### src/rtl/mem_stack_ctrl.sv
// LIFO stack controller driving a small single-port memory with a
// combinational read port. Every command is turned into a fixed-length
// memory access. The controller accepts a new command only when it is
// back in IDLE.
module mem_stack_ctrl #(
  parameter int WIDTH = 4,
  parameter int DEPTH = 6,
  parameter int AW    = 3
) (
  input  logic             CLK,
  input  logic             RST,
  input  logic             PUSH,
  input  logic             POP,
  input  logic             PEEK,
  input  logic             CLEAR,
  input  logic [WIDTH-1:0] DIN,
  output logic [WIDTH-1:0] DOUT,
  output logic             VALID,
  output logic             READY,
  output logic             EMPTY,
  output logic             FULL,
  output logic [AW:0]      SP,
  output logic             OVF,
  output logic             UNF,
  output logic [AW-1:0]    MEM_ADR,
  output logic [WIDTH-1:0] MEM_DI,
  output logic             MEM_EN,
  output logic             MEM_WR,
  input  logic [WIDTH-1:0] MEM_DO
);

  typedef enum logic [1:0] {IDLE, WRITE, READ, SWAP_RD} state_t;

  localparam logic [AW:0] SP_MAX = (AW+1)'(DEPTH);
  localparam logic [AW:0] SP_ONE = (AW+1)'(1);

  state_t state;
  // READ was started by POP (1) or PEEK (0)
  logic   popOp;
  // WRITE is the second half of a SWAP, so SP must not move
  logic   swapOp;

  // Command decode, memory access sequencing and all registered outputs
  always_ff @(posedge CLK) begin
    if (RST) begin
      state   <= IDLE;
      popOp   <= 1'b0;
      swapOp  <= 1'b0;
      SP      <= '0;
      DOUT    <= '0;
      VALID   <= 1'b0;
      READY   <= 1'b1;
      EMPTY   <= 1'b1;
      FULL    <= 1'b0;
      OVF     <= 1'b0;
      UNF     <= 1'b0;
      MEM_ADR <= '0;
      MEM_DI  <= '0;
      MEM_EN  <= 1'b0;
      MEM_WR  <= 1'b0;
    end else begin
      // Memory enable stays high so the memory's gated clock never glitches
      MEM_EN <= 1'b1;
      VALID  <= 1'b0;
      OVF    <= 1'b0;
      UNF    <= 1'b0;
      case (state)
        IDLE: begin
          if (CLEAR) begin
            SP    <= '0;
            EMPTY <= 1'b1;
            FULL  <= 1'b0;
          end else if (PUSH && POP) begin
            if (EMPTY) begin
              UNF <= 1'b1;
            end else begin
              state   <= SWAP_RD;
              READY   <= 1'b0;
              MEM_ADR <= AW'(SP - SP_ONE);
              MEM_DI  <= DIN;
              swapOp  <= 1'b1;
            end
          end else if (PUSH) begin
            if (FULL) begin
              OVF <= 1'b1;
            end else begin
              state   <= WRITE;
              READY   <= 1'b0;
              MEM_ADR <= AW'(SP);
              MEM_DI  <= DIN;
              MEM_WR  <= 1'b1;
              swapOp  <= 1'b0;
            end
          end else if (POP || PEEK) begin
            if (EMPTY) begin
              UNF <= 1'b1;
            end else begin
              state   <= READ;
              READY   <= 1'b0;
              MEM_ADR <= AW'(SP - SP_ONE);
              popOp   <= POP;
            end
          end
        end
        WRITE: begin
          // The memory captures MEM_DI at this edge
          MEM_WR <= 1'b0;
          state  <= IDLE;
          READY  <= 1'b1;
          if (!swapOp) begin
            SP    <= SP + SP_ONE;
            EMPTY <= 1'b0;
            FULL  <= ((SP + SP_ONE) == SP_MAX);
          end
        end
        READ: begin
          DOUT  <= MEM_DO;
          VALID <= 1'b1;
          state <= IDLE;
          READY <= 1'b1;
          if (popOp) begin
            SP    <= SP - SP_ONE;
            EMPTY <= (SP == SP_ONE);
            FULL  <= 1'b0;
          end
        end
        SWAP_RD: begin
          // Old top goes out, then the latched word overwrites the same slot
          DOUT   <= MEM_DO;
          VALID  <= 1'b1;
          MEM_WR <= 1'b1;
          state  <= WRITE;
        end
        default: begin
          state <= IDLE;
          READY <= 1'b1;
        end
      endcase
    end
  end

endmodule

### config.mk
export PLATFORM = sky130hd
export DESIGN_NAME = mem_stack_ctrl
export DESIGN_NICKNAME = d
export VERILOG_FILES = /design/src/rtl/mem_stack_ctrl.sv
export SDC_FILE = /design/constraint.sdc
export NUM_CORES = 1
export LEC_CHECK = 0
export ABC_AREA = 1
export CORE_MARGIN = 2
export CORE_UTILIZATION = 30
export CTS_CLUSTER_DIAMETER = 200
export DETAILED_ROUTE_END_ITERATION = 16
export GPL_TIMING_DRIVEN = 1
export HOLD_SLACK_MARGIN = 0.03
export PLACE_DENSITY_LB_ADDON = 0.12
export SLEW_MARGIN = 20
export SYNTH_ARGS = -nofsm -noshare
export SYNTH_HDL_FRONTEND = slang
export SYNTH_SLANG_ARGS = --single-unit
### constraint.sdc
create_clock -name CLK -period 2.3 [get_ports CLK]
set_clock_uncertainty 0.1 [all_clocks]
set_input_delay 0.23 -clock CLK [delete_from_list [all_inputs] [get_ports CLK]]
set_output_delay 0.23 -clock CLK [all_outputs]
set_load 0.05 [all_outputs]
; ---- Word-level counts from Yosys, hierarchy flattened
; Cells that the tools add are included.
[word_totals]
register_bits = 27
input_bits = 14
output_inout_bits = 23
elab_cells = 111
[classes]
addsub = 2
eq_ne = 19
muxes = 51
bitwise_logic = 5
reduce_logical = 19
[ops]
columns = cell, n
row1 = $mux W4, 7
row2 = $mux W1, 26
row3 = $ne A2 B2 Y1 const B, 8
row4 = $mux W3, 5
row5 = $reduce_and A5 Y1, 3
row6 = $mux W2, 7
row7 = $pmux W4 S3, 1
row8 = $reduce_and A4 Y1, 3
row9 = $pmux W1 S3, 3
row10 = $reduce_bool A3 Y1, 3
row11 = $ne A4 B4 Y1 const B, 2
row12 = $ne A3 B3 Y1 const B, 2
row13 = $pmux W2 S3, 1
row14 = $reduce_and A6 Y1, 1
row15 = $not A1 Y1, 5
row16 = $reduce_or A5 Y1, 1
row17 = $add A4 B1 Y4 const B, 1
row18 = $eq A2 B2 Y1 const B, 2
row19 = $eq A4 B1 Y1 const B, 1
row20 = $eq A4 B3 Y1 const B, 1
row21 = $reduce_bool A2 Y1, 2
row22 = $reduce_or A2 Y1, 2
row23 = $sub A4 B1 Y4 const B, 1
row24 = $ne A3 B2 Y1 const B, 1
row25 = other kinds (7), 7

; ---- Depth between registers and ports, before layout
[logic_depth]
ltp_word = 6
mapped_depth = 11
ltp_nobuf = 10

; ---- Worst setup path before layout
; OpenSTA, ideal clock, no wires.
[synth_path]
kind = register to register
start = reg SP[0]
end = reg MEM_ADR[2]
setup_ns = 0.113
arrival_ns = 1.577
required_ns = 2.087
slack_ns = 0.510
stages_incl_launch_ff = 9
n_path_buf = 0
synth_period_minus_slack_ns = 1.790
cell_sequence = dfxtp_1 > inv_1 > ha_1 > xnor2_1 > nand2_1 > o21ai_0 > nand2_1 > nand2_1 > nor2_1
[synth_via]
elab_chain_cells = 5
[synth_lines]
columns = element, line
row1 = "start, declared", 22  ; output logic [AW:0] SP,
row2 = "start signal, assigned", 111  ; SP <= SP + SP_ONE;
row3 = "start signal, assigned", 122  ; SP <= SP - SP_ONE;
row4 = $sub A4 B1 Y4 *, -
row5 = $mux W3 *, "74, 95"
row6 = $mux W3, 94  ; end else if (POP || PEEK) begin
row7 = $mux W3, 83  ; end else if (PUSH) begin
row8 = $mux W3 *, 73  ; end else if (PUSH && POP) begin
row9 = "end signal, assigned", 79  ; MEM_ADR <= AW'(SP - SP_ONE);
row10 = "end signal, assigned", 89  ; MEM_ADR <= AW'(SP);
row11 = "end signal, assigned", 100  ; MEM_ADR <= AW'(SP - SP_ONE);
row12 = "end, declared", 25  ; output logic [AW-1:0] MEM_ADR,
; Mark *: on every way between the ends. The rest lies on a longest branch, timed or not. The select of a mux whose other input is x is not followed.
; A chain may end at the register's enable or synchronous reset.

; ---- Worst setup path in the final report
[layout_path]
start = reg SP[2]
end = out SP[2]
; No word-level cell between the ends.

==> results by group <==
Global routing
  • GRT Total Usage: 13.9%
  • Vias in the first global route: between 1000 and 1500
  • Largest net degree at the start of global routing: 17
  • First-pass GRT wire length: 5.84 mm
  • Gr ovfl total: 0
  • Antenna violations before repair: 0

Clock tree
  • Clk buf depth: 2
  • Post-cts sizing count: 0
  • CTS tree: done
  • Sink Count: 27
  • Clock slew seen by the registers of the worst setup and hold paths: ~0.1 ns
  • Post CTS Setup Buffer Count: 0
  • H-tree depth: 1
  • Worst skew pair latency: between 0.2 and 0.3 ns
  • Root Driver: clkbuf_8
  • Post-CTS Hold Fix Bufs: 0
  • Cts bufs inserted: 3

Die
  • Core region area: 4660 sq um
  • Starting density of the core: between 30% and 40%
  • Die X-Extent: 72.9 um
  • Height of the chip: about 73 um
  • I/O pin cnt: 37
  • Rows: 25
  • DIE AREA: between 5000 and 6000 sq um

Worst setup path
  • Crit path kind: flip-flop to output port
  • R2R Path Start: state[0]
  • Crit-path max FO: 10
  • Top delay family on crit path: buffers and inverters
  • CP peak stage delay: 0.88 ns
  • Bufs and invs on worst path: 1
  • Critical Path RT: slightly below 2 ns
  • Crit. Startpoint: SP[2]
  • Crit path capture type: output port
  • Startpoint Class: flip-flop
  • Slowest CP cell: clkdlybuf4s50_1
  • Cells along the critical path: clkdlybuf4s50_1
  • WP data arrival: 1.73 ns

Synthesis
  • Ys Warns: 0
  • Yosys cell types: 24
  • Cells after synthesis: 204
  • Synth Register Bits: 27
  • Post-synthesis sequential area ratio: between 30% and 40%
  • Mapped cell area: about 1400 sq um
  • Mean area per synthesized cell: around 7 sq um
  • Post-Syn Nets: approximately 230

Placement
  • Worst slack, placed: around 0.56 ns
  • Hpwl dp: around 2.6 mm
  • I/O Buffers: 36
  • Routability cong.: approximately 0.9
  • Cell count after placement: ~290

Finish
  • Commonest non-fill, non-tap cells in the layout: nand2_1, nor2_1, clkdlybuf4s50_1
  • Fillers: 494
  • ANT cells: 0
  • Area growth, synth to finish: 32.7%
  • Final nets: between 200 and 300
  • Final Non-Filler Cells: about 300
  • Layout cell share with drive strength beyond 1: around 8%
  • Most common cell after layout, fill and taps aside: nand2_1

STA
  • Max Slew Vio Count: 0
  • Slew Limit Headroom: between 60% and 70%
  • TNS Setup: 0 ns
  • RSZ-0062 raised after global routing: no
  • Clock period minus worst slack: between 2 and 2.5 ns
  • Crit path setup slack, layout: 0.244 ns
  • Fmax: slightly below 0.5 GHz
  • Worst Max-Slew Pin Slew: between 0.4 and 0.5 ns
  • Final Cycle Share: between 80% and 90%
  • Hold Vio Cnt, Final: 0
  • Final setup fails: 0

Run
  • MaxCap Viol Count: 0

Detailed routing
  • Wire length per cell: 11.6 um
  • DRT antenna net count: 0
  • Via count: 1307
  • DRT Pass-1 Iters: 4
  • Routed WL: between 3 and 4 mm
  • # DRC: 0
  • Initial drt markers: 23
  • Drt via density: ~4.4

Pwr
  • Sw Pwr: about 1200 uW
  • Max VDD drop: approximately 0.57 mV
  • Clock network power share: around 12%
  • Cell-internal power: approximately 1200 uW
  • Switching fraction of total power: between 50% and 60%
  • Share of power burned in registers: 29.8%
  • Total Power: about 2400 uW
  • Leak: approximately 0.00081 uW
  • Combinational share of power: 58.6%
  • Power Dens Cells: between 1000 and 1500 nW/um^2

Hold path
  • Hold WC Path Type: flip-flop to flip-flop
  • Hold_sp: MEM_ADR[0]

Run status
  • Status: finished, final reports clean
synthesized netlist by cell type:
cell type | instances | share of area [%]
ha_1 | 10 | 8.8
dfxtp_1 | 27 | 38
clkinv_2 | 1 | 0.35
nor2_2 | 1 | 0.44
nand2_4 | 1 | 0.79
a21oi_1 | 11 | 3.9
o21ai_0 | 20 | 7.0
nor2_4 | 2 | 1.6
clkbuf_1 | 1 | 0.26
nand4_1 | 1 | 0.44
mux2i_1 | 1 | 0.70
nand3b_1 | 1 | 0.53
buf_6 | 1 | 0.79
inv_2 | 3 | 0.79
nor3_1 | 2 | 0.70
nand2_1 | 47 | 12
nand2_2 | 3 | 1.3
buf_2 | 2 | 0.70
inv_1 | 17 | 4.5
nand3_1 | 12 | 4.2
xnor2_1 | 1 | 0.61
nor2_1 | 37 | 9.7
nand3_2 | 1 | 0.70
nor3b_2 | 1 | 0.88
final timing paths:
kind           endpoint  slack [ns]  cells after the start
max               SP[2]        0.24                      1
min reg2reg  MEM_ADR[0]        0.37                      2
min          MEM_ADR[0]        0.37                      2
max reg2reg    state[0]        0.56                     10
flip-flops by register name (all words and copies together), names as in the netlist:
| register | cells |
|---|---|
| UNF | 1 |
| MEM_ADR | 3 |
| OVF | 1 |
| popOp | 1 |
| VALID | 1 |
| swapOp | 1 |
| READY | 1 |
| FULL | 1 |
| SP | 4 |
| MEM_EN | 1 |
| MEM_WR | 1 |
| MEM_DI | 4 |
| EMPTY | 1 |
| DOUT | 4 |
| state | 2 |
power by group through the flow:
stage	clock network (uW)	registers, uW	logic (uW)
6_report	279	714	1400
5_1_grt	307	738	1560
4_1_cts	296	716	1420
3_5_place_dp	0	728	1410
3_3_place_gp	0	727	1420
2_1_floorplan	0	1050	713
final cells by class:
class	instances	area, sq um	share of cell area (%)
tap	54	67.6	3.57
sequential	27	541	28.6
clock buffer	3	41.3	2.18
multi-input combinational	152	779	41.2
timing repair buffer	38	375	19.8
inverter	21	80.1	4.23
clock inverter	1	7.51	0.397
per-layer routing:
layer	vias up	global-route usage [%]	part of all wire, %
met5	-	0	0
met4	0	4.32	0.76
met3	2	2.62	4.6
met2	29	23.5	45
met1	556	17.7	50
li1	720	-	-
through the flow:
step | instance area, sq um | utilization [%] | hold WS [ns]
6_report | 1890 | 40.6 | 0.374
2_1_floorplan | 1430 | - | 0.199
5_1_grt | 1890 | 40.6 | 0.391
3_5_place_dp | 1840 | 39.5 | 0.352
4_1_cts | 1890 | 40.6 | 0.373
3_3_place_gp | 1840 | 39.5 | 0.348
logic make-up after synthesis:
logic type                 after synthesis  share of synthesized area, %
AOI/OAI and AO/OA                       31                          10.9
xor gates and xnor gates                 1                         0.615
adders and majority gates               10                          8.78
buffers and inverters                   25                          7.37
DFF                                     27                          37.9
muxes                                    1                         0.702
and+or+nand+nor                        109                          33.7
No activity file was read; power rests on OpenSTA's default activity.
